### src/rtl/board_gpio_conditioner_pkg.sv
// Shared types and bit-mapping helpers for the board GPIO conditioner.
// Maps button/LED channel indices onto the flat SoC GPIO and duty buses.
package board_io_pkg;

  localparam int BtnLevelOffset = 0;
  localparam int PwmMaxBits     = 16;

  // Wide enough for any supported PwmBits; the live counter is masked down.
  typedef logic [PwmMaxBits-1:0] pwm_cnt_t;

  function automatic int btn_level_bit(input int k);
    return BtnLevelOffset + k;
  endfunction

  // Sticky press flags sit directly above the NumBtn level bits.
  function automatic int btn_event_bit(input int k, input int num_btn);
    return num_btn + k;
  endfunction

  function automatic int duty_slice(input int k, input int pwm_bits);
    return k * pwm_bits;
  endfunction

endpackage

### src/rtl/board_gpio_conditioner_if.sv
// SoC-facing GPIO bus of the conditioner: gpio_i/gpio_o words, LED duties, flag clears.
// No valid/ready handshake: levels are sampled every cycle, evt_clr_i bits are one-cycle pulses.
interface board_gpio_conditioner_if #(
  parameter int NumBtn    = 3,
  parameter int NumLed    = 5,
  parameter int GpioWidth = 32,
  parameter int PwmBits   = 4
);
  logic [GpioWidth-1:0]      soc_gpio_i_o;
  logic [GpioWidth-1:0]      soc_gpio_o_i;
  logic [NumLed*PwmBits-1:0] led_duty_i;
  logic [NumBtn-1:0]         evt_clr_i;

  modport master (
    input  soc_gpio_i_o,
    output soc_gpio_o_i,
    output led_duty_i,
    output evt_clr_i
  );

  modport slave (
    output soc_gpio_i_o,
    input  soc_gpio_o_i,
    input  led_duty_i,
    input  evt_clr_i
  );
endinterface

### src/rtl/board_gpio_conditioner_debounce.sv
// Single-channel button path: N-stage synchroniser, persistence counter, stable level.
// rise_o is high on the cycle the stable level is about to go 0->1.
module gpio_debounce #(
  parameter int SyncStages     = 2,
  parameter int DebounceCycles = 60000
) (
  input  logic clk_i,
  input  logic rst_i,
  input  logic pin_i,
  output logic level_o,
  output logic rise_o
);
  localparam int CntW = $clog2(DebounceCycles);
  localparam logic [CntW-1:0] CntMax = CntW'(DebounceCycles - 1);

  logic [SyncStages-1:0] sync_q;
  logic [CntW-1:0]       cnt_q;
  logic                  stable_q;
  logic                  synced;
  logic                  expired;

  assign synced  = sync_q[SyncStages-1];
  assign expired = (synced != stable_q) && (cnt_q == CntMax);

  always_ff @(posedge clk_i) begin
    if (rst_i) begin
      sync_q   <= '0;
      cnt_q    <= '0;
      stable_q <= 1'b0;
    end else begin
      sync_q <= {sync_q[SyncStages-2:0], pin_i};
      // Any return to the stable level drops the partial count.
      if (synced == stable_q) begin
        cnt_q <= '0;
      end else if (expired) begin
        stable_q <= synced;
        cnt_q    <= '0;
      end else begin
        cnt_q <= cnt_q + CntW'(1);
      end
    end
  end

  assign level_o = stable_q;
  assign rise_o  = expired & synced;

endmodule

### src/rtl/board_gpio_conditioner.sv
// Board pin conditioner: debounced buttons with sticky press flags towards the SoC,
// and per-LED gated PWM dimmers driven from SoC gpio_o enables.
module board_gpio_conditioner
  import board_io_pkg::*;
#(
  parameter int               NumBtn         = 3,
  parameter int               NumLed         = 5,
  parameter int               GpioWidth      = 32,
  parameter int               SyncStages     = 2,
  parameter int               DebounceCycles = 60000,
  parameter logic [NumBtn-1:0] BtnInvert     = '0,
  parameter int               PwmBits        = 4
) (
  input  logic                        clk_i,
  input  logic                        rst_i,
  input  logic [NumBtn-1:0]           btn_pin_i,
  output logic [NumLed-1:0]           led_pin_o,
  board_gpio_conditioner_if.slave     bus
);
  localparam pwm_cnt_t PwmMask = pwm_cnt_t'((1 << PwmBits) - 1);

  if (2 * NumBtn > GpioWidth) begin : g_chk_btn
    $fatal(1, "board_gpio_conditioner: 2*NumBtn exceeds GpioWidth");
  end
  if (NumLed > GpioWidth) begin : g_chk_led
    $fatal(1, "board_gpio_conditioner: NumLed exceeds GpioWidth");
  end
  if (SyncStages < 2) begin : g_chk_sync
    $fatal(1, "board_gpio_conditioner: SyncStages must be at least 2");
  end
  if (DebounceCycles < 2) begin : g_chk_deb
    $fatal(1, "board_gpio_conditioner: DebounceCycles must be at least 2");
  end
  if (PwmBits < 1 || PwmBits > PwmMaxBits) begin : g_chk_pwm
    $fatal(1, "board_gpio_conditioner: PwmBits out of range");
  end

  logic [NumBtn-1:0] level;
  logic [NumBtn-1:0] rise;
  logic [NumBtn-1:0] flag_q;
  pwm_cnt_t          cnt_q;
  logic [NumLed-1:0] led_d;
  logic [NumLed-1:0] led_q;

  for (genvar k = 0; k < NumBtn; k++) begin : g_btn
    gpio_debounce #(
      .SyncStages     (SyncStages),
      .DebounceCycles (DebounceCycles)
    ) u_debounce (
      .clk_i   (clk_i),
      .rst_i   (rst_i),
      .pin_i   (btn_pin_i[k] ^ BtnInvert[k]),
      .level_o (level[k]),
      .rise_o  (rise[k])
    );
  end

  for (genvar k = 0; k < NumLed; k++) begin : g_led
    pwm_cnt_t duty;
    assign duty     = pwm_cnt_t'(bus.led_duty_i[duty_slice(k, PwmBits) +: PwmBits]);
    assign led_d[k] = bus.soc_gpio_o_i[k] & ((duty == PwmMask) || (cnt_q < duty));
  end

  if (NumLed < GpioWidth) begin : g_unused
    logic unused_gpio_o;
    assign unused_gpio_o = ^bus.soc_gpio_o_i[GpioWidth-1:NumLed];
  end

  always_ff @(posedge clk_i) begin
    if (rst_i) begin
      flag_q <= '0;
      cnt_q  <= '0;
      led_q  <= '0;
    end else begin
      // Set wins over a same-cycle clear.
      flag_q <= rise | (flag_q & ~bus.evt_clr_i);
      cnt_q  <= (cnt_q + pwm_cnt_t'(1)) & PwmMask;
      led_q  <= led_d;
    end
  end

  always_comb begin
    bus.soc_gpio_i_o = '0;
    for (int k = 0; k < NumBtn; k++) begin
      bus.soc_gpio_i_o[btn_level_bit(k)]         = level[k];
      bus.soc_gpio_i_o[btn_event_bit(k, NumBtn)] = flag_q[k];
    end
  end

  assign led_pin_o = led_q;

endmodule

### src/flat_wrapper.sv
// flat-port wrapper written by rule: the top's interface ports become plain ports
module board_gpio_conditioner_flat import board_io_pkg::*;
#(
  parameter int               NumBtn         = 3,
  parameter int               NumLed         = 5,
  parameter int               GpioWidth      = 32,
  parameter int               SyncStages     = 2,
  parameter int               DebounceCycles = 60000,
  parameter logic [NumBtn-1:0] BtnInvert     = '0,
  parameter int               PwmBits        = 4
)
  (clk_i, rst_i, btn_pin_i, led_pin_o, bus_soc_gpio_i_o, bus_soc_gpio_o_i, bus_led_duty_i, bus_evt_clr_i);
  board_gpio_conditioner_if #(.NumBtn(NumBtn), .NumLed(NumLed), .GpioWidth(GpioWidth), .PwmBits(PwmBits)) bus_i ();
  input  logic clk_i;
  input  logic rst_i;
  input  logic [NumBtn-1:0] btn_pin_i;
  output logic [NumLed-1:0] led_pin_o;
  output wire logic [$bits(bus_i.soc_gpio_i_o)-1:0] bus_soc_gpio_i_o;
  input wire logic [$bits(bus_i.soc_gpio_o_i)-1:0] bus_soc_gpio_o_i;
  input wire logic [$bits(bus_i.led_duty_i)-1:0] bus_led_duty_i;
  input wire logic [$bits(bus_i.evt_clr_i)-1:0] bus_evt_clr_i;
  assign bus_soc_gpio_i_o = bus_i.soc_gpio_i_o;
  assign bus_i.soc_gpio_o_i = bus_soc_gpio_o_i;
  assign bus_i.led_duty_i = bus_led_duty_i;
  assign bus_i.evt_clr_i = bus_evt_clr_i;
  board_gpio_conditioner #(.NumBtn(NumBtn), .NumLed(NumLed), .GpioWidth(GpioWidth), .SyncStages(SyncStages), .DebounceCycles(DebounceCycles), .BtnInvert(BtnInvert), .PwmBits(PwmBits)) u_core (.clk_i(clk_i), .rst_i(rst_i), .btn_pin_i(btn_pin_i), .led_pin_o(led_pin_o), .bus(bus_i));
endmodule
### config.mk
export PLATFORM = sky130hd
export DESIGN_NAME = board_gpio_conditioner_flat
export DESIGN_NICKNAME = d
export VERILOG_FILES = /design/src/rtl/board_gpio_conditioner_pkg.sv /design/src/rtl/board_gpio_conditioner_if.sv /design/src/rtl/board_gpio_conditioner_debounce.sv /design/src/rtl/board_gpio_conditioner.sv /design/src/flat_wrapper.sv
export SDC_FILE = /design/constraint.sdc
export NUM_CORES = 1
export LEC_CHECK = 0
export ABC_CLOCK_PERIOD_IN_PS = 1900
export CORE_UTILIZATION = 48
export DETAILED_ROUTE_END_ITERATION = 6
export HOLD_SLACK_MARGIN = 0.02
export PLACE_DENSITY = 0.89
export SLEW_MARGIN = 20
export SYNTH_ARGS = -nofsm -noshare
export SYNTH_HDL_FRONTEND = slang
export SYNTH_SLANG_ARGS = --single-unit
### constraint.sdc
create_clock -name clk_i -period 1.9 [get_ports clk_i]
set_input_delay 0.19 -clock clk_i [delete_from_list [all_inputs] [get_ports clk_i]]
set_output_delay 0.19 -clock clk_i [all_outputs]
set_load 0.02 [all_outputs]
* Word-level counts from Yosys, hierarchy flattened
Index checks and enable logic that the tools add are counted.
Storage, ports and cells: input bits 60, register bits 69
Operators by class: bitwise logic cells 14, add/subtract/negate cells 4, equal/unequal tests 14, $lt $le $gt $ge 5, reductions and logical operators 14
Operators by type and width (number):
- $add 16x1->16 const B | 3
- $eq 16x16->1 const B | 3
- $eq 4x4->1 const B | 5
- $lt 4x4->1 | 5
- $reduce_or 3->1 | 3
- $and 1x1->1 | 8
- $reduce_and 2->1 | 3
- $logic_or 1x1->1 | 5
- $add 4x1->4 const B | 1
- $and 3x3->3 | 1
- $eq 1x1->1 | 3
- $logic_and 1x1->1 | 3
- $ne 1x1->1 | 3
- $not 1->1 | 3
- $not 3->3 | 1
- $or 3x3->3 | 1

* Depth between registers and ports, before layout
depth in word-level cells 4, gate-level depth with buffers 7

* Hierarchy
Synthesis repeated with hierarchy kept, for this count alone.
Second synthesis, totals: cells, all modules 404, area total of the unflattened synthesis 3577.2 µm²
By module, submodules not included:
- gpio_debounce | seq. area each 380.4 µm², area each 862.1 µm², instances 3, cells each 94
- board_gpio_conditioner | seq. area each 240.2 µm², area each 991.0 µm², instances 1, cells each 122

* Worst setup path after synthesis
OpenSTA, ideal clock, no wires.
path kind register to register, from register u_core.g_btn[2].u_debounce.cnt_q[0], to register u_core.g_btn[2].u_debounce.cnt_q[10], stages on the path, launching flop included 8, data required time 1836 ps, period minus slack after synthesis 1677 ps, path slack 223 ps, buffers on the path 2, data arrival time 1613 ps, cells stage by stage dfxtp_1 ha_1 and4_1 and4_1 or3_1 buf_2 buf_2 nor2_1
On the way: word-level cells in the longest chain between the ends 3, elaborated cells on any way between the ends 4
Ends and longest elaborated chain:
- from (decl) | RTL line board_gpio_conditioner_debounce.sv:17 | logic [CntW-1:0] cnt_q;
- from (signal assigned) | RTL line board_gpio_conditioner_debounce.sv:39 | cnt_q <= cnt_q + CntW'(1);
- parallel branches: the longest is 3 deep, another holds $add 16x1->16
Parallel ways; which one is timed is not known. A chain may end at the register's enable or synchronous reset.

* Worst setup path after layout
from register u_core.g_btn[1].u_debounce.cnt_q[7], to register u_core.g_btn[1].u_debounce.cnt_q[7]
On the way: word-level cells in the longest chain between the ends 3, elaborated cells on any way between the ends 4
Ends and longest elaborated chain (RTL line):
- from (decl) | board_gpio_conditioner_debounce.sv:17
- from (signal assigned) | board_gpio_conditioner_debounce.sv:39
- parallel branches: the longest is 3 deep, another holds $add 16x1->16
Parallel ways; which one is timed is not known.

==> flow_summary_export.csv <==
group,metric,value,unit
run_status,outcome,"finished clean",
setup_path,path_buf_inv,1,
timing,period_needed,1.76,ns
pwr,peakVddDrop,557,uV
synth,synth_compound_area_share,3.47,%
timing,post-route-period-util,92.5,%
setup_path,r2r_end,"u_core.g_btn[1].u_debounce.cnt_q[7]",
clock_tree,ctsResizeCount,0,
clock_tree,clockBufferDepth,2,
synth,synth_flop_cell,"dfxtp_1",
timing,hold_viol,0,
setup_path,arrival,2.00,ns
setup_path,path_delay_family,"simple AND/OR/NAND/NOR gates",
final_layout,final_cells,541,
final_layout,diodes,0,
grt,grt-ovfl-total,0,
timing,rsz0062_at_grt,"false",
drt,avgRoutedWirePerCell,12.1,um
synth,synthSimpleGateAreaFrac,27.6,%
min_path,min_path_cells,3,
setup_path,max_stage_delay,0.55,ns
final_layout,final_area,4150,um^2
timing,max_freq,569,MHz
clock_tree,clock_latency,0.36,ns
clock_tree,cts_root_buffer,"clkbuf_8",
clock_tree,htreeDepth,3,
pwr,power_density,752,nW/um^2
final_layout,drive_above_1_share,5.62,%
min_path,min-delay-start,"bus_soc_gpio_o_i[3]",
drt,ant_nets,0,
min_path,hold_path_end,"u_core.led_pin_o[3]",
grt,first_global_vias,2663,
grt,antenna_found_initial,0,
timing,setup_viol,0,
synth,netlist_area,3500,um^2
drt,dr.pass1.iters,4,
synth,synth_edf_count,0,
place,port_buffers,43,
grt,met1_usage,22.0,%
grt,grtUsageMet2,33.2,%
synth,synth_top_area_share,39.4,%
synth,synth.area.top_cells,"dfxtp_1 (39%), ha_1 (6.8%), xnor2_1 (6.3%)",
flow_run,cap_violations,0,
floorplanning,ios,97,
place,placed_area,3910,um^2
floorplanning,num_rows,30,
grt,grtUsageTotal,18.9,%
timing,drv_slew,0,
setup_path,crit_path_start_kind,"flop",
pwr,p_leak,1.58,nW
synth,synth_async_sr_flop_share,0,%
setup_path,critical_path_required,2.15,ns
clock_tree,cts_hold_buf,0,
min_path,min_path_type,"input port to flop",
setup_path,critPathMaxFanout,9,
floorplanning,die_h,87.4,um
synth,synthCells,393,
synth,synthMuxAreaShare,0.857,%
floorplanning,initial_core_util,50.7,%
drt,remaining_drc_errors,0,
setup_path,rrSetupSlack,0.14,ns
drt,route.vias.total,2707,
timing,finalClockSkew,0.0143,ns
timing,whs,0.394,ns
setup_path,cp_cell_sequence,"or4_4 > nor4_4 > or2_1 > buf_4 > nor2_1",
grt,gr-max-usage-layer,"met2",
floorplanning,core,6910,um^2
clock_tree,clock_sinks,69,
clock_tree,numCtsBuffers,9,
final_layout,area.growth.synth_to_final,18.5,%
drt,wirelength,6570,um
timing,tns,0,ns
grt,grt_pass1_wl,11200,um
grt,gr-usage-met3,2.94,%
synth,synth_cell_types,38,
synth,yosys.area_share.adder,6.79,%
place,gp_congestion,0.867,
synth,synthXorXnorAreaFrac,11.8,%
floorplanning,dieWidth,87.4,um
synth,syn_area_per_cell,8.91,um^2
synth,ys_ff_latch,69,
synth,yosysTopAreaCell,"dfxtp_1",
synth,yosys_warnings,0,
setup_path,worstSetupPathType,"flop to flop",
place,dp_hpwl,4790,um
drt,drt_iter0_drc,143,
setup_path,crit_path_end_kind,"flop",
clock_tree,post-cts-setup-buffers,0,
setup_path,reg2regPathDepth,5,
synth,synth_top_family_by_area,"simple AND/OR/NAND/NOR gates",
grt,grt_max_degree,17,
place,placed_cells,525,
clock_tree,cts_tree,"built",
drt,via_per_inst,5.00,
setup_path,r2r_start,"u_core.g_btn[1].u_debounce.cnt_q[7]",
synth,ys_seq_area_share,39.4,%
floorplanning,die_area,7640,um^2
setup_path,slowest_stage,"or4_4",
clock_tree,path_clk_slew,0.07,ns
final_layout,num-nets-final,519,
## cell families after synthesis
| family | count (synthesis) |
|---|---|
| compound gates | 18 |
| mux | 3 |
| xor+xnor | 47 |
| fa+ha+maj | 19 |
| flops | 69 |
| simple gates | 179 |
| buf+inv | 57 |
| other cells | 1 |
## cell usage after synthesis, types with 2 or more instances
cell,number
nor4bb_1,2
buf_4,29
or4_1,2
nand3b_1,7
dfxtp_1,69
and4_1,6
xor2_1,22
nor4_1,9
a21oi_1,3
nand4_1,25
inv_1,19
ha_1,19
xnor2_1,25
nand3_1,15
nor2_1,58
nand2b_1,9
nor2b_1,7
buf_2,2
and3_1,4
mux2i_1,3
a31oi_1,5
nand2_1,19
nor3_1,6
clkbuf_1,5
a21o_1,10
## report_power, final
group / internal, mW / switching (mW)
sequential: 1.47 / 0.0176
clock: 0.783 / 0.590
combinational: 0.134 / 0.129
## tightest hold or removal path: stages
cell and delay, ns:
clkdlybuf4s50_1 0.40, nand3b_1 0.08, a31oi_1 0.04
## flip-flops by register name, indices dropped and copies added (netlist names)
register	cells
u_core.g_btn.u_debounce.cnt_q	48
u_core.g_btn.u_debounce.sync_q	6
u_core.led_pin_o	5
u_core.cnt_q	4
u_core.flag_q	3
u_core.g_btn.u_debounce.level_o	3
## how the worst max path moves through the flow
stage | startpoint | end | slack, ns | cells after the start
floorplan | u_core.g_btn[2].u_debounce.cnt_q[0] | u_core.g_btn[2].u_debounce.cnt_q[10] | 0.22 | 7
global placement | u_core.g_btn[2].u_debounce.cnt_q[0] | u_core.g_btn[2].u_debounce.cnt_q[6] | 0.19 | 5
detailed placement | u_core.g_btn[2].u_debounce.cnt_q[0] | u_core.g_btn[2].u_debounce.cnt_q[15] | 0.15 | 5
CTS | u_core.g_btn[2].u_debounce.cnt_q[0] | u_core.g_btn[2].u_debounce.cnt_q[10] | 0.13 | 5
global route | u_core.g_btn[1].u_debounce.cnt_q[7] | u_core.g_btn[1].u_debounce.cnt_q[7] | 0.06 | 5
finish | u_core.g_btn[1].u_debounce.cnt_q[7] | u_core.g_btn[1].u_debounce.cnt_q[7] | 0.14 | 5
## stage by stage
| stage | power [mW] | util [%] | setup slack (ns) |
|---|---|---|---|
| finish | 3.12 | 60.1 | 0.142 |
| global route | 3.24 | 60.1 | 0.0566 |
| CTS | 3.13 | 60.0 | 0.127 |
| detailed placement | 1.78 | 56.7 | 0.146 |
| global placement | 1.77 | 56.7 | 0.191 |
| floorplan | 1.71 | - | 0.223 |
## area by class of cell
cell class | instances | area, um^2
multi-input combinational | 292 | 1870
inverter | 19 | 71.3
tap | 96 | 120
clock inverter | 6 | 92.6
timing repair buffer | 49 | 475
fill | 583 | 2760
clock buffer | 10 | 138
sequential | 69 | 1380
## layer usage
metal / wire length, um / part of all wire, %
met2: 3200 / 49
met4: 114 / 1.7
met3: 285 / 4.3
met1: 2980 / 45
met5: 0 / 0
## cells in the final DEF (no fill, tap or decap), types with 3 or more instances in the layout
cell             count
clkdlybuf4s50_1     43
nand3b_1             7
dfxtp_1             69
inv_1               19
ha_1                19
nor2_1              58
xnor2_1             25
nor2b_1              7
a21o_1              10
nand2b_1             9
buf_4                6
nand4_1             25
conb_1              26
nand2_1             19
xor2_1              22
and3_1               4
and4_1               6
nor3_1               6
a21oi_1              3
mux2i_1              3
a31oi_1              5
nor4_1               9
clkbuf_8            10
nand3_1             15
Power figures use the tool's default switching activity.
